File: src/rtl/hazard_detect_unit_if.sv
// Signal bundle between the pipeline registers and the hazard detection unit.
// The pipeline side uses the master modport; the hazard unit uses the slave modport.
interface hazard_detect_unit_if #(
    parameter int CNT_W = 16
);
    logic [4:0]       IF_ID_RS_addr_i;
    logic [4:0]       IF_ID_RT_addr_i;
    logic [4:0]       ID_EX_RT_addr_i;
    logic             ID_EX_MemRead_i;
    logic             Branch_taken_i;
    logic             PC_Write_o;
    logic             IF_ID_Write_o;
    logic             IF_ID_Flush_o;
    logic             ID_EX_Flush_o;
    logic             EX_MEM_Flush_o;
    logic [CNT_W-1:0] stall_cnt_o;
    logic [CNT_W-1:0] flush_cnt_o;

    modport master (
        output IF_ID_RS_addr_i, IF_ID_RT_addr_i, ID_EX_RT_addr_i,
               ID_EX_MemRead_i, Branch_taken_i,
        input  PC_Write_o, IF_ID_Write_o, IF_ID_Flush_o, ID_EX_Flush_o,
               EX_MEM_Flush_o, stall_cnt_o, flush_cnt_o
    );

    modport slave (
        input  IF_ID_RS_addr_i, IF_ID_RT_addr_i, ID_EX_RT_addr_i,
               ID_EX_MemRead_i, Branch_taken_i,
        output PC_Write_o, IF_ID_Write_o, IF_ID_Flush_o, ID_EX_Flush_o,
               EX_MEM_Flush_o, stall_cnt_o, flush_cnt_o
    );
endinterface

File: src/rtl/hazard_detect_unit.sv
// Load-use stall and branch flush controller for the 5-stage pipeline,
// with saturating stall-cycle and flush-event performance counters.
module hazard_detect_unit #(
    parameter int LOAD_STALL = 1,
    parameter int CNT_W      = 16
) (
    input logic                clk_i,
    input logic                rst_i,
    hazard_detect_unit_if.slave hd
);
    typedef enum logic {
        RUN,
        STALL
    } state_t;

    state_t           state_q, state_d;
    logic [1:0]       rem_q, rem_d;
    logic             hazard;
    logic             pc_write;
    logic             if_id_write;
    logic             if_id_flush;
    logic             id_ex_flush;
    logic             ex_mem_flush;
    logic [CNT_W-1:0] stall_cnt_q;
    logic [CNT_W-1:0] flush_cnt_q;

    assign hazard = hd.ID_EX_MemRead_i
                  & (hd.ID_EX_RT_addr_i != 5'd0)
                  & ((hd.ID_EX_RT_addr_i == hd.IF_ID_RS_addr_i)
                   | (hd.ID_EX_RT_addr_i == hd.IF_ID_RT_addr_i));

    always_ff @(posedge clk_i) begin
        if (!rst_i) begin
            state_q <= RUN;
            rem_q   <= 2'd0;
        end else begin
            state_q <= state_d;
            rem_q   <= rem_d;
        end
    end

    // Stall cycles ignore the hazard input: the bubble already cleared MemRead in ID/EX.
    always_comb begin
        state_d      = state_q;
        rem_d        = rem_q;
        pc_write     = 1'b1;
        if_id_write  = 1'b1;
        if_id_flush  = 1'b0;
        id_ex_flush  = 1'b0;
        ex_mem_flush = 1'b0;
        if (!rst_i) begin
            pc_write    = 1'b0;
            if_id_write = 1'b0;
            state_d     = RUN;
            rem_d       = 2'd0;
        end else begin
            case (state_q)
                RUN: begin
                    if (hd.Branch_taken_i) begin
                        if_id_flush  = 1'b1;
                        id_ex_flush  = 1'b1;
                        ex_mem_flush = 1'b1;
                    end else if (hazard) begin
                        pc_write    = 1'b0;
                        if_id_write = 1'b0;
                        id_ex_flush = 1'b1;
                        if (LOAD_STALL > 1) begin
                            state_d = STALL;
                            rem_d   = 2'(LOAD_STALL - 1);
                        end
                    end
                end
                STALL: begin
                    if (hd.Branch_taken_i) begin
                        if_id_flush  = 1'b1;
                        id_ex_flush  = 1'b1;
                        ex_mem_flush = 1'b1;
                        state_d      = RUN;
                        rem_d        = 2'd0;
                    end else begin
                        pc_write    = 1'b0;
                        if_id_write = 1'b0;
                        id_ex_flush = 1'b1;
                        if (rem_q <= 2'd1) begin
                            state_d = RUN;
                            rem_d   = 2'd0;
                        end else begin
                            rem_d = rem_q - 2'd1;
                        end
                    end
                end
                default: begin
                    state_d = RUN;
                    rem_d   = 2'd0;
                end
            endcase
        end
    end

    // Counters stick at all-ones rather than wrapping so long runs stay meaningful.
    always_ff @(posedge clk_i) begin
        if (!rst_i) begin
            stall_cnt_q <= '0;
            flush_cnt_q <= '0;
        end else begin
            if (!pc_write && (stall_cnt_q != '1)) begin
                stall_cnt_q <= stall_cnt_q + 1'b1;
            end
            if (ex_mem_flush && (flush_cnt_q != '1)) begin
                flush_cnt_q <= flush_cnt_q + 1'b1;
            end
        end
    end

    assign hd.PC_Write_o     = pc_write;
    assign hd.IF_ID_Write_o  = if_id_write;
    assign hd.IF_ID_Flush_o  = if_id_flush;
    assign hd.ID_EX_Flush_o  = id_ex_flush;
    assign hd.EX_MEM_Flush_o = ex_mem_flush;
    assign hd.stall_cnt_o    = stall_cnt_q;
    assign hd.flush_cnt_o    = flush_cnt_q;
endmodule

File: src/flat_wrapper.sv
// flat-port wrapper written by rule: the top's interface ports become plain ports
module hazard_detect_unit_flat 
#(
    parameter int LOAD_STALL = 1,
    parameter int CNT_W      = 16
)
  (clk_i, rst_i, hd_IF_ID_RS_addr_i, hd_IF_ID_RT_addr_i, hd_ID_EX_RT_addr_i, hd_ID_EX_MemRead_i, hd_Branch_taken_i, hd_PC_Write_o, hd_IF_ID_Write_o, hd_IF_ID_Flush_o, hd_ID_EX_Flush_o, hd_EX_MEM_Flush_o, hd_stall_cnt_o, hd_flush_cnt_o);
  hazard_detect_unit_if #(.CNT_W(CNT_W)) hd_i ();
  input logic clk_i;
  input logic rst_i;
  input wire logic [$bits(hd_i.IF_ID_RS_addr_i)-1:0] hd_IF_ID_RS_addr_i;
  input wire logic [$bits(hd_i.IF_ID_RT_addr_i)-1:0] hd_IF_ID_RT_addr_i;
  input wire logic [$bits(hd_i.ID_EX_RT_addr_i)-1:0] hd_ID_EX_RT_addr_i;
  input wire logic [$bits(hd_i.ID_EX_MemRead_i)-1:0] hd_ID_EX_MemRead_i;
  input wire logic [$bits(hd_i.Branch_taken_i)-1:0] hd_Branch_taken_i;
  output wire logic [$bits(hd_i.PC_Write_o)-1:0] hd_PC_Write_o;
  output wire logic [$bits(hd_i.IF_ID_Write_o)-1:0] hd_IF_ID_Write_o;
  output wire logic [$bits(hd_i.IF_ID_Flush_o)-1:0] hd_IF_ID_Flush_o;
  output wire logic [$bits(hd_i.ID_EX_Flush_o)-1:0] hd_ID_EX_Flush_o;
  output wire logic [$bits(hd_i.EX_MEM_Flush_o)-1:0] hd_EX_MEM_Flush_o;
  output wire logic [$bits(hd_i.stall_cnt_o)-1:0] hd_stall_cnt_o;
  output wire logic [$bits(hd_i.flush_cnt_o)-1:0] hd_flush_cnt_o;
  assign hd_i.IF_ID_RS_addr_i = hd_IF_ID_RS_addr_i;
  assign hd_i.IF_ID_RT_addr_i = hd_IF_ID_RT_addr_i;
  assign hd_i.ID_EX_RT_addr_i = hd_ID_EX_RT_addr_i;
  assign hd_i.ID_EX_MemRead_i = hd_ID_EX_MemRead_i;
  assign hd_i.Branch_taken_i = hd_Branch_taken_i;
  assign hd_PC_Write_o = hd_i.PC_Write_o;
  assign hd_IF_ID_Write_o = hd_i.IF_ID_Write_o;
  assign hd_IF_ID_Flush_o = hd_i.IF_ID_Flush_o;
  assign hd_ID_EX_Flush_o = hd_i.ID_EX_Flush_o;
  assign hd_EX_MEM_Flush_o = hd_i.EX_MEM_Flush_o;
  assign hd_stall_cnt_o = hd_i.stall_cnt_o;
  assign hd_flush_cnt_o = hd_i.flush_cnt_o;
  hazard_detect_unit #(.LOAD_STALL(LOAD_STALL), .CNT_W(CNT_W)) u_core (.clk_i(clk_i), .rst_i(rst_i), .hd(hd_i));
endmodule
File: config.mk
export PLATFORM = sky130hd
export DESIGN_NAME = hazard_detect_unit_flat
export DESIGN_NICKNAME = d
export VERILOG_FILES = /design/src/rtl/hazard_detect_unit_if.sv /design/src/rtl/hazard_detect_unit.sv /design/src/flat_wrapper.sv
export SDC_FILE = /design/constraint.sdc
export NUM_CORES = 1
export LEC_CHECK = 0
export BUFFER_PORTS_ARGS = -buffer_cell sky130_fd_sc_hd__buf_2
export CAP_MARGIN = 20
export CORE_UTILIZATION = 35
export DETAILED_ROUTE_END_ITERATION = 8
export SLEW_MARGIN = 30
export SYNTH_ARGS = -nofsm -noshare
export SYNTH_HDL_FRONTEND = slang
export SYNTH_SLANG_ARGS = --single-unit
File: constraint.sdc
create_clock -name clk_i -period 3.5 [get_ports clk_i]
set_clock_uncertainty 0.15 [all_clocks]
set_input_delay 0.7 -clock clk_i [delete_from_list [all_inputs] [get_ports clk_i]]
set_output_delay 0.7 -clock clk_i [all_outputs]
set_load 0.1 [all_outputs]
[Word level (Yosys, flattened, before mapping)]
Cells that the tools add are included.
Cells by class
  equal/unequal tests: 4
  bitwise gates (word level): 5
  $add $sub $neg: 3
  multiplexer cells: 13
  $lt $le $gt $ge: 1
  reduce and logical (&&, ||, !) cells: 5
Operators by type and width (number)
  $add 16x1->16 const B: 2
  $ne 16x16->1 const B: 2
  $eq 5x5->1: 2
  $mux 1: 9
  $reduce_bool 5->1: 1
  $mux 2: 2
  $pmux 1 s2: 2
  $reduce_or 3->1: 1
  $and 1x1->1: 2
  $le 2x1->1 const B: 1
  $logic_and 1x1->1: 2
  $not 1->1: 2
  $sub 2x1->2 const B: 1
  $logic_not 1->1: 1
  $or 1x1->1: 1
Storage, ports and cells
  bits in registers: 35
  logic and storage cells: 35
  input port bits: 19

[Depth between registers and ports, before layout]
Gate-level depths: netlist of the first run.
  depth after elaboration: 9
  gate-level depth with buffers: 9
  mapped depth without buffers: 7

[Worst setup path before layout of the first run]
OpenSTA, ideal clock, no wires.
  path kind: input-to-output
  start point: in hd_ID_EX_RT_addr_i[4]
  end point: out hd_ID_EX_Flush_o
  slack: -180 ps
  required time: 2650 ps
  cell stages on the path: 5
  arrival: 2830 ps
  cells stage by stage: xnor2_1 > nand3_1 > o22ai_2 > a21oi_1 > a21oi_1
On the way
  cells in the longest elaborated chain, start to end: 7
Ends and longest elaborated chain
  start, declared: line flat_wrapper.sv:13  | input wire logic [$bits(hd_i.ID_EX_RT_addr_i)-1:0] hd_ID_EX_RT_addr_i;
  $eq 5x5->1, or another cell as far along: line hazard_detect_unit.sv:29  | & ((hd.ID_EX_RT_addr_i == hd.IF_ID_RS_addr_i)
  $or 1x1->1 or $and 1x1->1 (tied branches): line hazard_detect_unit.sv:30, hazard_detect_unit.sv:28
  $and 1x1->1 *: line hazard_detect_unit.sv:29
  $mux 1 *: line hazard_detect_unit.sv:63  | end else if (hazard) begin
  $mux 1 *: line hazard_detect_unit.sv:59  | if (hd.Branch_taken_i) begin
  $pmux 1 s2 *: line hazard_detect_unit.sv:57  | case (state_q)
  $mux 1 *: line hazard_detect_unit.sv:51  | if (!rst_i) begin
  end, declared: line flat_wrapper.sv:19  | output wire logic [$bits(hd_i.ID_EX_Flush_o)-1:0] hd_ID_EX_Flush_o;
Mark *: on every way between the ends. The rest lies on a longest branch, timed or not.

[Final worst setup path of the first run]
  start point: in hd_ID_EX_RT_addr_i[0]
  end point: out hd_ID_EX_Flush_o
Same word-level chain as after synthesis.

==> out/metrics.cfg, run 1 <==
[logic_synthesis]
ys_seq_area_share_pct = 37.28
syn-cell-area_sq_um = 1879
netlist_instances = 220
synthArstFlopShare_pct = 0
synth_cell_types = 38
postSynthAreaPerCell_sq_um = 8.542
synth_top_flop_cell = dfxtp_1
ys.warnings.count = 0
ys_ff_latch = 35
synth_nets = 241
synth-edff-count = 0

[clocking]
cts-resized-gates = 0
clock_path_buffers = 2
hold_buffers = 0
clk_latency_ps = 290
root_buffer = clkbuf_8
cts_setup_buffers = 0
clock_sinks = 35
htreeDepth = 2
numCtsBuffers = 5
path_clk_slew_ps = 70
cts_tree = built

[detailed_routing]
vias_per_cell = 5.116
wl_per_cell_um = 12.57
first_iter_violations = 76
num_vias = 1760
postRouteAntennaNets = 0
routed_wl_um = 4325
drt-pass1-iter-count = 4
route.detailed.drc = 0

[die]
rows = 26
die_y_um = 75.28
start_util_pct = 36.56
core_area_sq_um = 5140
design.die.area_sq_um = 5666
pin_count = 56
die_w_um = 75.28

[pwr]
vdd_drop_max_mv = 0.1691
swShare_pct = 29.16
power.leakage_nw = 0.9152
net-switching-power_mw = 0.2349
p_clk_share_pct = 35.0
comb_power_share_pct = 14.7
p_int_mw = 0.5706
p_per_area_nw_per_um2 = 349.7
seqPwrFrac_pct = 50.3

[sta]
setup_violations = 0
slew_viol_final = 0
fmax_mhz = 332.7
tns_ps = 0
worst_slew_pin_slew_ps = 648.8
rsz0062_at_grt = no
min_period_ps = 3006
max-slew-margin-rel_pct = 56.35
fin_crit_sh_pct = 85.88
finalHoldViolations = 0

[setup_path]
slowest_stage = or4_1
path_cells = buf_2 -> or4_1 -> o21ai_1 -> inv_1 -> a21oi_1 -> a21oi_2 -> buf_2
cp-end-kind = primary output
rr_startpoint = u_core.hd.flush_cnt_o[0]
cp-start-kind = input pin
crit_path_max_fanout = 3
crit_type = input pin to primary output
r2r_slack_ps = 1240
startpoint = hd_ID_EX_RT_addr_i[0]
crit_required_ps = 2650
crit_end = hd_ID_EX_Flush_o
r2r-end = u_core.hd.flush_cnt_o[14]
cpMostUsedCell = buf_2
critPathMaxStageDelay_ps = 530
crit_arrival_ps = 2160
ff2ff_path_depth = 7

[status]
status = complete, no violations

[flow_run]
max-cap-violations = 0

[global_route]
overflow = 0
grt_max_degree = 26
grt_pass1_vias = 1522
grt_usage_pct = 16.26
antenna_found_initial = 0
grt_pass1_wl_um = 6948

[layout]
n_antenna_cell = 0
drive_above_1_share_pct = 26.64
nets = 295
stdcell_count = 344
area_delta_synth_final_pct = 22.57
final_common_cell = buf_2
layout_common_cells = buf_2 (53), dfxtp_1 (35), nand2_1 (26)

[place]
detailed_place_hpwl_um = 3096
gp_congestion = 0.7944
port_buffers = 55
placed_cells_incl_taps = 337

[hold_path]
holdCritPathClass = flip-flop to flip-flop

==> synthesized netlist by cell type (2+ instances only) <==
library cell	number	area share, %
a21oi_1	14	3.7
and2_1	4	1.3
and3_4	3	1.8
buf_2	2	0.53
buf_4	3	1.2
buf_6	3	1.8
clkbuf_1	3	0.60
dfxtp_1	35	37
ha_1	2	1.3
inv_1	6	1.2
mux2i_1	4	2.1
nand2_1	26	5.2
nand2b_1	3	1.0
nand3_1	13	3.5
nand4_1	11	3.7
nor2_1	17	3.4
nor3_1	3	0.80
nor4_1	7	2.3
o211a_1	2	1.1
o21a_1	2	0.80
o21ai_0	2	0.53
o31a_1	2	0.93
o31ai_1	7	2.8
o41ai_1	2	0.93
or4_1	10	4.0
xnor2_1	17	7.9
xor2_1	6	2.8
==> metrics by stage <==
stage | power (mW) | instance area (sq um) | worst slack [ps] | hold WS [ps] | util (%)
floorplan | 0.5017 | 1883 | 273.3 | 278.4 | -
global placement | 0.5325 | 2221 | 518.7 | 300.1 | 43.21
detailed placement | 0.5328 | 2221 | 486.4 | 292.5 | 43.21
CTS | 0.8153 | 2303 | 486.8 | 306.4 | 44.82
global route | 0.8413 | 2303 | 376.4 | 326.5 | 44.82
finish | 0.8055 | 2303 | 494.1 | 302.9 | 44.82
==> how the worst min path moves through the flow <==
stage / slack, ps / endpoint / depth (start not counted) / startpoint
after detailed placement: 290 / u_core.state_q / 2 / u_core.rem_q[1]
after floorplan: 280 / u_core.state_q / 2 / u_core.rem_q[1]
after CTS: 310 / u_core.state_q / 2 / u_core.rem_q[1]
after global placement: 300 / u_core.rem_q[1] / 2 / u_core.rem_q[1]
final: 300 / u_core.state_q / 2 / u_core.rem_q[1]
after global routing: 330 / u_core.state_q / 2 / u_core.rem_q[1]
==> power by group through the flow <==
stage / clock network (mW) / logic, mW / registers [mW]
global placement: 0 / 0.118 / 0.414
detailed placement: 0 / 0.118 / 0.414
floorplan: 0 / 0.0659 / 0.436
finish: 0.282 / 0.118 / 0.405
global route: 0.309 / 0.126 / 0.406
CTS: 0.291 / 0.119 / 0.405
==> flip-flops by register name, summed over array words and instances, names as in the netlist <==
| name | count |
|---|---|
| u_core.hd.flush_cnt_o | 16 |
| u_core.hd.stall_cnt_o | 16 |
| u_core.rem_q | 2 |
| u_core.state_q | 1 |
==> critical path: cells and delay by family <==
kind / cells / cell delay, ps
buffers and inverters: 3 / 510
AOI/OAI and AO/OA: 3 / 420
and+or+nand+nor: 1 / 530
==> final cells by class <==
cell class / instances / area, sq um
fill: 557 / 2836
multi-input combinational: 168 / 1082
sequential: 35 / 700.7
timing repair buffer: 58 / 327.8
tap: 70 / 87.58
clock buffer: 5 / 68.82
inverter: 6 / 22.52
clock inverter: 2 / 13.76
==> cell families (layout without fill, tap and decap cells) <==
group | Yosys count | after routing | share of synthesized area [%]
AND/OR/NAND/NOR | 104 | 104 | 29.89
AO/OA/AOI/OAI | 35 | 35 | 13.32
flip-flops | 35 | 35 | 37.28
XOR/XNOR | 23 | 23 | 10.72
buffers and inverters | 17 | 71 | 5.326
multiplexers | 4 | 4 | 2.131
adder cells (fa/ha/maj) | 2 | 2 | 1.331
==> metal layers <==
metal | up-vias | wire (um) | global-route usage [%]
met1 | 815 | 2096 | 21.09
li1 | 907 | - | -
met5 | - | 0 | 0
met3 | 7 | 139 | 3.213
met2 | 31 | 2030 | 27.03
met4 | 0 | 59 | 5.556
No activity file was read; power rests on OpenSTA's default activity.
==> run 2, diff against run 1 <==
MAX_ROUTING_LAYER = met4   (was unset)
PLACE_DENSITY = 0.62   (was unset)
==> run 2 against run 1 <==
Sequential share of layout area is 0.46 points lower. Total power rose by 12%. Clock power grew 33%. Non-clock buffer count stayed put. Worst setup slack improved by 5.5 ps. Flip-flop and latch count stayed put. Via count increased by 1.2%. Highest routed layer unchanged.
==> out/metrics.cfg, run 2 (synthesized netlist as in run 1, its figures left out) <==
[status]
status = complete, no violations

[setup_path]
cp-start-kind = input pin
crit_required_ps = 2650
r2r_slack_ps = 1270
r2r-end = u_core.hd.flush_cnt_o[14]
crit_type = input pin to primary output
cp-end-kind = primary output
ff2ff_path_depth = 7
crit_path_max_fanout = 3
rr_startpoint = u_core.hd.flush_cnt_o[0]
crit_arrival_ps = 2150

[detailed_routing]
vias_per_cell = 5.162
route.met3.wl_um = 205
wl_per_cell_um = 12.74
num_vias = 1781
postRouteAntennaNets = 0
route.detailed.drc = 0
first_iter_violations = 81
wl_met1_um = 2149
met2WireLength_um = 2010
highest_layer = met4
drt-pass1-iter-count = 4
routed_wl_um = 4394

[sta]
worst_slew_pin_slew_ps = 648.8
setup_violations = 0
tns_ps = 0
rsz0062_at_grt = no
fin_crit_sh_pct = 85.72
fmax_mhz = 333.3
slew_viol_final = 0
min_period_ps = 3000
setup_slack_ps = 499.7
finalHoldViolations = 0
worst_hold_slack_ps = 320.9
max-slew-margin-rel_pct = 56.35

[pwr]
power.leakage_nw = 0.9324
fin_total_pwr_mw = 0.8989
p_per_area_nw_per_um2 = 384.4
net-switching-power_mw = 0.2337
vdd_drop_max_mv = 0.2004
swShare_pct = 26.00
seqPwrFrac_pct = 45.0
p_clk_share_pct = 41.8
p_int_mw = 0.6652
comb_power_share_pct = 13.2

[global_route]
grt_pass1_wl_um = 7127
overflow = 0
grt_usage_pct = 16.96
antenna_found_initial = 0
grt_max_degree = 26
grt_pass1_vias = 1544

[clocking]
root_buffer = clkbuf_8
clock_sinks = 35
cts-resized-gates = 0
cts_setup_buffers = 0
hold_buffers = 0
cts_tree = built
htreeDepth = 2
path_clk_slew_ps = 70
numCtsBuffers = 5
clk_latency_ps = 280
clock_path_buffers = 2

[place]
port_buffers = 55
gp_congestion = 0.7914
detailed_place_hpwl_um = 3189
dpl_worst_slack_ps = 488.0
placed_cells_incl_taps = 337

[hold_path]
min_path_cells = 2
hp-start = u_core.rem_q[1]
min_delay_worst_endpoint = u_core.state_q
holdCritPathClass = flip-flop to flip-flop

[die]
core_area_sq_um = 5140
pin_count = 56
die_w_um = 75.28
rows = 26
start_util_pct = 36.56
design.die.area_sq_um = 5666
die_y_um = 75.28

[layout]
layout_common_cells = buf_2 (53), dfxtp_1 (35), nand2_1 (26)
area_delta_synth_final_pct = 24.43
stdcell_count = 345
n_antenna_cell = 0
fillerInstances = 564
multi_input_area_sq_um = 1082
regArea_sq_um = 700.7
nets = 295
final_common_cell = buf_2
drive_above_1_share_pct = 26.91

[flow_run]
max-cap-violations = 0

-- run 2: cell types whose count changed in the layout (fill, tap and decap cells not counted), sizes merged --
cell	previous run	this run
bufinv	0	1
clkbuf	5	6
clkinv	2	1
-- run 2: stage by stage --
stage	cell area [sq um]	utilization (%)
global placement	2221	43.21
global route	2338	45.50
detailed placement	2221	43.21
floorplan	1883	-
CTS	2338	45.50
finish	2338	45.50
-- run 2: critical path: stages --
cell	delay, ps
buf_2	120
or4_1	510
o21ai_1	130
inv_1	90
a21oi_1	220
a21oi_2	80
buf_2	300
-- run 2: how the worst max path moves through the flow --
stage | startpoint | end | slack [ps] | depth (start not counted)
finish | hd_ID_EX_RT_addr_i[0] | hd_ID_EX_Flush_o | 500 | 7
detailed placement | hd_ID_EX_RT_addr_i[0] | hd_ID_EX_Flush_o | 490 | 7
CTS | hd_ID_EX_RT_addr_i[0] | hd_ID_EX_Flush_o | 490 | 7
global placement | hd_ID_EX_RT_addr_i[0] | hd_ID_EX_Flush_o | 500 | 7
floorplan | hd_ID_EX_RT_addr_i[0] | hd_PC_Write_o | 270 | 7
global route | hd_ID_EX_RT_addr_i[0] | hd_ID_EX_Flush_o | 410 | 7
-- run 2: cell type report --
type	count	area share (%)
multi-input cells	168	46.28
clock buffers	6	3.531
inverters	6	0.9631
flip-flops and latches	35	29.96
clock inverters	2	1.498
repair buffers	58	14.02
well taps	70	3.745
-- run 2: routing by layer --
metal	up-vias	GRT usage (%)
li1	908	-
met1	823	22.52
met2	48	25.83
met3	2	4.284
met4	0	4.115
met5	-	-
-- run 2: power groups by stage --
stage | sequential [mW] | clock (mW) | combinational (mW)
final | 0.405 | 0.376 | 0.118
after global routing | 0.405 | 0.406 | 0.127
after CTS | 0.405 | 0.387 | 0.120
after detailed placement | 0.414 | 0 | 0.120
after global placement | 0.414 | 0 | 0.119
after floorplan | 0.436 | 0 | 0.0659
